$ cat src/rtl/mips_multicycle_ctrl.sv
// Main control FSM for the multi-cycle MIPS datapath.
// Steps one shared memory, ALU and register file through fetch, decode,
// execute, memory and writeback. It also produces a retire pulse and
// keeps a retired-instruction counter.
//
// Handshake: mem_ready is sampled in FETCH, MEM_RD and MEM_WR.
// A memory access completes in the cycle where the access strobe is high
// and rdy is high. The FSM holds the strobe and stays in the state until
// that cycle.
//
// Most control outputs depend on state only. They are registered from the
// next state so they are glitch-free. The outputs that also depend on rdy
// are built by combining a registered state flag with rdy:
// ir_write/pc_write in FETCH and retire in MEM_WR.
module mips_multicycle_ctrl #(
  parameter int MEM_HANDSHAKE = 1,
  parameter int CNT_W         = 32
) (
  input  logic             clk,
  input  logic             rst,
  input  logic [5:0]       opcode,
  input  logic [5:0]       funct,
  input  logic             mem_ready,
  output logic             pc_write,
  output logic             pc_write_cond,
  output logic             iord,
  output logic             mem_read,
  output logic             mem_write,
  output logic             ir_write,
  output logic [1:0]       reg_dst,
  output logic [1:0]       mem_to_reg,
  output logic             reg_write,
  output logic             alu_src_a,
  output logic [1:0]       alu_src_b,
  output logic [1:0]       alu_op,
  output logic [1:0]       pc_src,
  output logic             retire,
  output logic             illegal_op,
  output logic [CNT_W-1:0] instr_count,
  output logic [3:0]       state
);

  typedef enum logic [3:0] {
    FETCH     = 4'd0,
    DECODE    = 4'd1,
    MEM_ADR   = 4'd2,
    MEM_RD    = 4'd3,
    MEM_WB    = 4'd4,
    MEM_WR    = 4'd5,
    R_EXEC    = 4'd6,
    R_WB      = 4'd7,
    BRANCH    = 4'd8,
    ADDI_EXEC = 4'd9,
    ADDI_WB   = 4'd10,
    JUMP      = 4'd11,
    JAL       = 4'd12,
    JR        = 4'd13
  } state_t;

  state_t st, nxt;
  logic   rdy;
  logic   illegal;
  logic   in_fetch;
  logic   in_memwr;
  logic   pc_write_r;
  logic   retire_r;

  assign rdy = (MEM_HANDSHAKE != 0) ? mem_ready : 1'b1;

  // Next-state decode. The opcode is only looked at in DECODE and MEM_ADR.
  always_comb begin
    nxt     = FETCH;
    illegal = 1'b0;
    case (st)
      FETCH:     nxt = rdy ? DECODE : FETCH;
      DECODE: begin
        case (opcode)
          6'b100011, 6'b101011: nxt = MEM_ADR;
          6'b000000:            nxt = (funct == 6'b001000) ? JR : R_EXEC;
          6'b000100:            nxt = BRANCH;
          6'b001000:            nxt = ADDI_EXEC;
          6'b000010:            nxt = JUMP;
          6'b000011:            nxt = JAL;
          default: begin
            nxt     = FETCH;
            illegal = 1'b1;
          end
        endcase
      end
      MEM_ADR:   nxt = (opcode == 6'b100011) ? MEM_RD : MEM_WR;
      MEM_RD:    nxt = rdy ? MEM_WB : MEM_RD;
      MEM_WB:    nxt = FETCH;
      MEM_WR:    nxt = rdy ? FETCH : MEM_WR;
      R_EXEC:    nxt = R_WB;
      R_WB:      nxt = FETCH;
      BRANCH:    nxt = FETCH;
      ADDI_EXEC: nxt = ADDI_WB;
      ADDI_WB:   nxt = FETCH;
      JUMP:      nxt = FETCH;
      JAL:       nxt = FETCH;
      JR:        nxt = FETCH;
      default:   nxt = FETCH;
    endcase
  end

  // State register, registered Moore outputs for the next state, and the
  // retire counter.
  always_ff @(posedge clk or posedge rst) begin
    if (rst) begin
      st            <= FETCH;
      in_fetch      <= 1'b1;
      in_memwr      <= 1'b0;
      pc_write_r    <= 1'b0;
      retire_r      <= 1'b0;
      pc_write_cond <= 1'b0;
      iord          <= 1'b0;
      mem_read      <= 1'b1;
      mem_write     <= 1'b0;
      reg_dst       <= 2'b00;
      mem_to_reg    <= 2'b00;
      reg_write     <= 1'b0;
      alu_src_a     <= 1'b0;
      alu_src_b     <= 2'b01;
      alu_op        <= 2'b00;
      pc_src        <= 2'b00;
      instr_count   <= '0;
    end else begin
      st            <= nxt;
      in_fetch      <= 1'b0;
      in_memwr      <= 1'b0;
      pc_write_r    <= 1'b0;
      retire_r      <= 1'b0;
      pc_write_cond <= 1'b0;
      iord          <= 1'b0;
      mem_read      <= 1'b0;
      mem_write     <= 1'b0;
      reg_dst       <= 2'b00;
      mem_to_reg    <= 2'b00;
      reg_write     <= 1'b0;
      alu_src_a     <= 1'b0;
      alu_src_b     <= 2'b00;
      alu_op        <= 2'b00;
      pc_src        <= 2'b00;
      case (nxt)
        FETCH: begin
          in_fetch  <= 1'b1;
          mem_read  <= 1'b1;
          alu_src_b <= 2'b01;
        end
        DECODE:    alu_src_b <= 2'b11;
        MEM_ADR: begin
          alu_src_a <= 1'b1;
          alu_src_b <= 2'b10;
        end
        MEM_RD: begin
          iord     <= 1'b1;
          mem_read <= 1'b1;
        end
        MEM_WB: begin
          mem_to_reg <= 2'b01;
          reg_write  <= 1'b1;
          retire_r   <= 1'b1;
        end
        MEM_WR: begin
          in_memwr  <= 1'b1;
          iord      <= 1'b1;
          mem_write <= 1'b1;
        end
        R_EXEC: begin
          alu_src_a <= 1'b1;
          alu_op    <= 2'b10;
        end
        R_WB: begin
          reg_dst   <= 2'b01;
          reg_write <= 1'b1;
          retire_r  <= 1'b1;
        end
        BRANCH: begin
          alu_src_a     <= 1'b1;
          alu_op        <= 2'b01;
          pc_src        <= 2'b01;
          pc_write_cond <= 1'b1;
          retire_r      <= 1'b1;
        end
        ADDI_EXEC: begin
          alu_src_a <= 1'b1;
          alu_src_b <= 2'b10;
        end
        ADDI_WB: begin
          reg_write <= 1'b1;
          retire_r  <= 1'b1;
        end
        JUMP: begin
          pc_src     <= 2'b10;
          pc_write_r <= 1'b1;
          retire_r   <= 1'b1;
        end
        // The PC register already holds PC+4 here. The register file
        // captures it at the same edge where the PC takes the jump target.
        JAL: begin
          pc_src     <= 2'b10;
          pc_write_r <= 1'b1;
          reg_dst    <= 2'b10;
          mem_to_reg <= 2'b10;
          reg_write  <= 1'b1;
          retire_r   <= 1'b1;
        end
        JR: begin
          pc_src     <= 2'b11;
          pc_write_r <= 1'b1;
          retire_r   <= 1'b1;
        end
        default: ;
      endcase
      if (retire) instr_count <= instr_count + CNT_W'(1);
    end
  end

  assign ir_write   = in_fetch & rdy;
  assign pc_write   = pc_write_r | (in_fetch & rdy);
  assign retire     = retire_r | (in_memwr & rdy);
  assign illegal_op = illegal;
  assign state      = st;

endmodule

$ cat config.mk
export PLATFORM = sky130hd
export DESIGN_NAME = mips_multicycle_ctrl
export DESIGN_NICKNAME = d
export VERILOG_FILES = /design/src/rtl/mips_multicycle_ctrl.sv
export SDC_FILE = /design/constraint.sdc
export NUM_CORES = 1
export LEC_CHECK = 0
export CORE_UTILIZATION = 52
export CTS_CLUSTER_SIZE = 40
export DETAILED_ROUTE_END_ITERATION = 16
export GPL_ROUTABILITY_DRIVEN = 0
export PLACE_DENSITY = 0.85
export SLEW_MARGIN = 20
export SYNTH_ARGS = -nofsm -noshare
export SYNTH_HDL_FRONTEND = slang
export SYNTH_SLANG_ARGS = --single-unit
$ cat constraint.sdc
create_clock -name clk -period 4.5 [get_ports clk]
set_clock_uncertainty 0.15 [all_clocks]
set_input_delay 0.675 -clock clk [delete_from_list [all_inputs] [get_ports clk]]
set_output_delay 0.675 -clock clk [all_outputs]
set_load 0.01 [all_outputs]
==> results of run 1 <==
[cells by family after synthesis]
logic type	Yosys count	share of synthesized area
compound gates	29	0.0983
simple gates	118	0.253
xor+xnor	34	0.112
buf+inv	16	0.0320
fa+ha+maj	1	0.00470
flops	53	0.500
[stage by stage]
| step | area (um^2) | hold WS [ns] | total power, mW | cells |
|---|---|---|---|---|
| 6_report | 3510 | 0.326 | 1.02 | 387 |
| 5_1_grt | 3510 | 0.346 | 1.06 | 387 |
| 4_1_cts | 3510 | 0.330 | 1.03 | 387 |
| 3_5_place_dp | 3390 | 0.312 | 0.694 | 379 |
| 3_3_place_gp | 3390 | 0.307 | 0.688 | 379 |
| 2_1_floorplan | 2660 | 0.354 | 0.615 | 251 |
[critical path: stages]
cell and delay, ns:
clkdlybuf4s50_1 0.59, or2_1 0.30, a21oi_1 0.26, nor2_1 0.07, o21ba_2 0.20, clkdlybuf4s50_1 0.46
[worst paths after layout]
| kind | from | end | cells after the start |
|---|---|---|---|
| worst max-delay path | opcode[3] | illegal_op | 6 |
| worst min-delay path | instr_count[31] | instr_count[31] | 1 |
| worst min register to register | instr_count[31] | instr_count[31] | 1 |
| worst max register to register | state[2] | retire_r | 6 |
| min in group asynchronous | rst | instr_count[30] | 2 |
| max in group asynchronous | rst | instr_count[14] | 2 |
[cells in the mapped netlist, types with 2 or more instances]
library cell	instances	area share
buf_4	4	0.011
buf_2	2	0.0038
nand3b_1	3	0.0085
or2_2	2	0.0047
nor4b_1	3	0.0099
nor2_4	2	0.0085
xnor2_1	21	0.069
nor2_1	28	0.040
dfstp_2	3	0.030
inv_1	5	0.0071
nor3_1	3	0.0056
nand2b_1	11	0.026
o21ai_4	2	0.012
clkbuf_1	2	0.0028
a21oi_1	8	0.015
dfrtp_1	50	0.47
inv_2	2	0.0028
and3_1	2	0.0047
o21ai_0	3	0.0056
nor2b_1	4	0.0094
nand2_1	20	0.028
or3_1	2	0.0047
xor2_1	13	0.043
and2_1	5	0.012
o21ai_1	3	0.0056
and4_1	4	0.013
nand4_1	7	0.016
nor4_1	2	0.0047
nand3_1	10	0.019
o211ai_4	2	0.016
[cell type report]
| class | instances | area, um^2 | share of cell area |
|---|---|---|---|
| clock buffer | 6 | 82.6 | 0.0235 |
| clock inverter | 2 | 37.5 | 0.0107 |
| inverter | 7 | 27.5 | 0.00785 |
| multi-input combinational | 182 | 1240 | 0.355 |
| sequential | 53 | 1330 | 0.379 |
| tap | 67 | 83.8 | 0.0239 |
| timing repair buffer | 70 | 701 | 0.200 |
[routing by layer]
layer | routed length (um) | part of all wire
met1 | 2440 | 0.45
met2 | 2640 | 0.49
met3 | 251 | 0.046
met4 | 106 | 0.020
met5 | 0 | 0
[power groups by stage]
stage	combinational, mW	clock [mW]	sequential, mW
2_1_floorplan	0.0808	0	0.534
3_3_place_gp	0.156	0	0.532
3_5_place_dp	0.161	0	0.533
4_1_cts	0.161	0.342	0.524
5_1_grt	0.174	0.355	0.528
6_report	0.160	0.335	0.524
==> impl_metrics.ini, run 1 <==
[floorplan]
initial_utilization = 0.552
die_w_um = 73.5
dieHeight_um = 73.5
dieArea_um2 = 5410
core_um2 = 4820
num_rows = 25
pin_count = 71

[clock_network]
root_buffer = clkbuf_8
cts.sinks = 53
h-tree-depth = 2
clk_pin_slew_ns = 0.09
clockBufferDepth = 2
hold_buffers = 0
post_cts_buffers = 0
cts_buffers = 5
ctsResizeCount = 0
clk_latency_ns = 0.31
cts_tree = done

[setup_path]
cp-end-kind = output pin
criticalPathCategory = input pin to output pin
crit_fanout = 8
crit_arrival_ns = 2.56
startpoint_type = input pin
r2r_slack_ns = 2.26
required_ns = 3.67

[pwr]
powerDensity_nw_per_um2 = 291
p_sw_frac = 0.250
ir_drop_v = 0.000180
power.switching_mw = 0.255
internal-power_mw = 0.764
seqPwrFrac = 0.514
pwr-share-clk = 0.329
leakage_nw = 1.46
pwr-share-comb = 0.157

[final_layout]
nets = 335
diodes = 0
fillCellCount = 379
fin_util = 0.728
area_delta_synth_final_pct = 31.8
largest_reg_flops = 32
largest-register = instr_count
drive_above_1_share = 0.106
final_common_cell = clkdlybuf4s50_1
final_cell_mix = clkdlybuf4s50_1 (70), dfrtp_1 (50), nor2_1 (28), xnor2_1 (21), nand2_1 (20)

[timing]
tightestPinTransition_ns = 0.875
finalSetupTns_ns = 0
setup_ws_ns = 1.12
setup_viol = 0
grt_setup_unrepaired = no
slew_headroom = 0.416
hold_violations = 0
slew_violations = 0
period_share = 0.752
fmax_ghz = 0.295
layout_min_cycle_time_ns = 3.38

[grt]
grt_pass1_vias = 1936
overflow = 0
grtUsageMet3 = 0.0508
gr-usage-met2 = 0.355
grt_pass1_wl_mm = 8.92
grt_max_degree = 54
grt.total_usage = 0.218
grtUsageMet1 = 0.276
antenna_found_initial = 0
grt.busiest_layer = met2

[synth]
syn-num-nets = 267
synth_flop_cell = dfrtp_1
ys_ff_latch = 53
synth-edff-count = 0
yosysWarnings = 0
ys_seq_area_frac = 0.500
syn_inst = 251
async_flop_share = 1.00
synth_area_per_cell_um2 = 10.6
synth_cell_types = 53
netlist_area_um2 = 2660

[run]
maxCapViolations = 0

[placed_design]
port-buffer-count = 70
hpwl_mm = 4.01
pre_cts_ws_ns = 1.12

[drt]
via_per_inst = 5.32
wl_per_cell_um = 14.0
first_pass_iters = 4
drt-total-wl_mm = 5.44
num_vias = 2058
ant_nets = 0
drc_errors = 0
drt_iter0_drc = 88

[hold_path]
hp-class = flop to flop

[run_status]
status = finished, final reports clean
No activity file was read; power rests on OpenSTA's default activity.
==> run 2: changes to the inputs <==
--- a/config.mk
+++ b/config.mk
@@ -5,11 +5,11 @@
 export SDC_FILE = /design/constraint.sdc
 export NUM_CORES = 1
 export LEC_CHECK = 0
-export CORE_UTILIZATION = 52
+export CORE_UTILIZATION = 48
 export CTS_CLUSTER_SIZE = 40
 export DETAILED_ROUTE_END_ITERATION = 16
 export GPL_ROUTABILITY_DRIVEN = 0
-export PLACE_DENSITY = 0.85
+export PLACE_DENSITY = 0.79
 export SLEW_MARGIN = 20
 export SYNTH_ARGS = -nofsm -noshare
 export SYNTH_HDL_FRONTEND = slang
==> constraint.sdc (replaced) <==
create_clock -name clk -period 3.4 [get_ports clk]
set_clock_uncertainty 0.15 [all_clocks]
set_input_delay 0.51 -clock clk [delete_from_list [all_inputs] [get_ports clk]]
set_output_delay 0.51 -clock clk [all_outputs]
set_load 0.01 [all_outputs]
==> run 2 against run 1 <==
Against the previous run: final cell count up 1.0%; sequential share of layout area about the same; final area about the same; total power up 30%; critical path depth unchanged; combinational power up 31%; via count down 1.7%; setup slack worse by 0.81 ns.
==> impl_metrics.ini, run 2 (synthesized netlist as in run 1, its figures left out) <==
[run]
maxCapViolations = 0

[hold_path]
hp-class = flop to flop

[clock_network]
post_cts_buffers = 0
cts_tree = done
hold_buffers = 0
clk_pin_slew_ns = 0.10
ctsResizeCount = 0
cts_buffers = 5
clk_latency_ns = 0.30
root_buffer = clkbuf_8
h-tree-depth = 2
clockBufferDepth = 2
cts.sinks = 53

[drt]
wl_per_cell_um = 13.1
drt-total-wl_mm = 5.13
num_vias = 2024
via_per_inst = 5.18
drt_iter0_drc = 107
drc_errors = 0
ant_nets = 0
first_pass_iters = 4

[grt]
grt_max_degree = 34
grt_pass1_vias = 1871
grt.total_usage = 0.190
overflow = 0
grt_pass1_wl_mm = 8.86
antenna_found_initial = 0

[floorplan]
num_rows = 26
dieArea_um2 = 5840
core_um2 = 5240
die_w_um = 76.4
pin_count = 71
initial_utilization = 0.508
dieHeight_um = 76.4

[timing]
slew_violations = 0
layout_min_cycle_time_ns = 3.10
holdWs_ns = 0.318
period_share = 0.911
finalSetupTns_ns = 0
setup_viol = 0
slew_headroom = 0.653
fmax_ghz = 0.323
setup_ws_ns = 0.303
grt_setup_unrepaired = no
tightestPinTransition_ns = 0.518
hold_violations = 0

[setup_path]
crit_buf_inv = 2
worstSetupStartpoint = opcode[3]
crit_fanout = 8
r2r_slack_ns = 1.14
crit_arrival_ns = 2.44
cp_slowest_stage_delay_ns = 0.60
cp-end-kind = output pin
endpoint = illegal_op
criticalPathCategory = input pin to output pin
rr_worst_depth = 6
worstPathCellList = clkdlybuf4s50_1, or2_1, a21oi_1, nor2_1, o21ba_2, clkdlybuf4s50_1
crit_slowest_cell = clkdlybuf4s50_1
required_ns = 2.74
crit_family = buffers and inverters
startpoint_type = input pin
cp.depth = 6
r2r-end = retire_r
timing.rr.start = state[0]
crit_top_cell = clkdlybuf4s50_1

[final_layout]
final_common_cell = clkdlybuf4s50_1
largest_reg_flops = 32
final_cell_mix = clkdlybuf4s50_1 (70), dfrtp_1 (50), nor2_1 (28), xnor2_1 (21), nand2_1 (20)
area_delta_synth_final_pct = 31.9
largest-register = instr_count
drive_above_1_share = 0.109
diodes = 0
stdcell_area_um2 = 3510
nets = 336

[placed_design]
port-buffer-count = 70
dpl_cell_area_um2 = 3400
pre_cts_ws_ns = 0.317
hpwl_mm = 3.86

[run_status]
status = finished, final reports clean

[pwr]
leakage_nw = 1.46
powerDensity_nw_per_um2 = 377
ir_drop_v = 0.000268
## run 2: changes by cell type in the layout (fill, tap and decap cells not counted), sizes merged
cell,change
buf,+1
clkbuf,-1
clkinvlp,-1
inv,+2
## run 2: per-layer routing
| layer | vias to the layer above | global-route usage | wire (um) |
|---|---|---|---|
| li1 | 995 | - | - |
| met1 | 951 | 0.252 | 2350 |
| met2 | 70 | 0.312 | 2430 |
| met3 | 8 | 0.0383 | 254 |
| met4 | 0 | 0.0635 | 88 |
| met5 | - | 0 | 0 |
## run 2: how the worst min path moves through the flow
| stage | start | to | slack (ns) | cells past startpoint |
|---|---|---|---|---|
| floorplan | instr_count[31] | instr_count[31] | 0.35 | 1 |
| global placement | instr_count[31] | instr_count[31] | 0.31 | 1 |
| detailed placement | instr_count[31] | instr_count[31] | 0.31 | 1 |
| CTS | instr_count[31] | instr_count[31] | 0.33 | 1 |
| global route | instr_count[31] | instr_count[31] | 0.36 | 1 |
| finish | instr_count[31] | instr_count[31] | 0.32 | 1 |
## run 2: area by class of cell
type | count | area, um^2
Inverter | 7 | 26.3
Clock buffer | 5 | 68.8
Clock inverter | 3 | 43.8
Tap cell | 70 | 87.6
Multi-Input combinational cell | 182 | 1240
Fill cell | 426 | 1730
Timing Repair Buffer | 71 | 708
Sequential cell | 53 | 1330
## run 2: where the power goes
group / total (mW) / switching [mW] / internal [mW]
clock: 0.421 / 0.200 / 0.221
sequential: 0.694 / 0.0329 / 0.661
combinational: 0.209 / 0.0968 / 0.112
total: 1.32 / 0.330 / 0.994
## run 2: stage by stage
stage	utilization	power, mW	instances
after floorplan	-	0.814	251
after global placement	0.649	0.913	383
after detailed placement	0.649	0.918	383
after CTS	0.670	1.34	391
after global routing	0.670	1.38	391
final	0.670	1.32	391
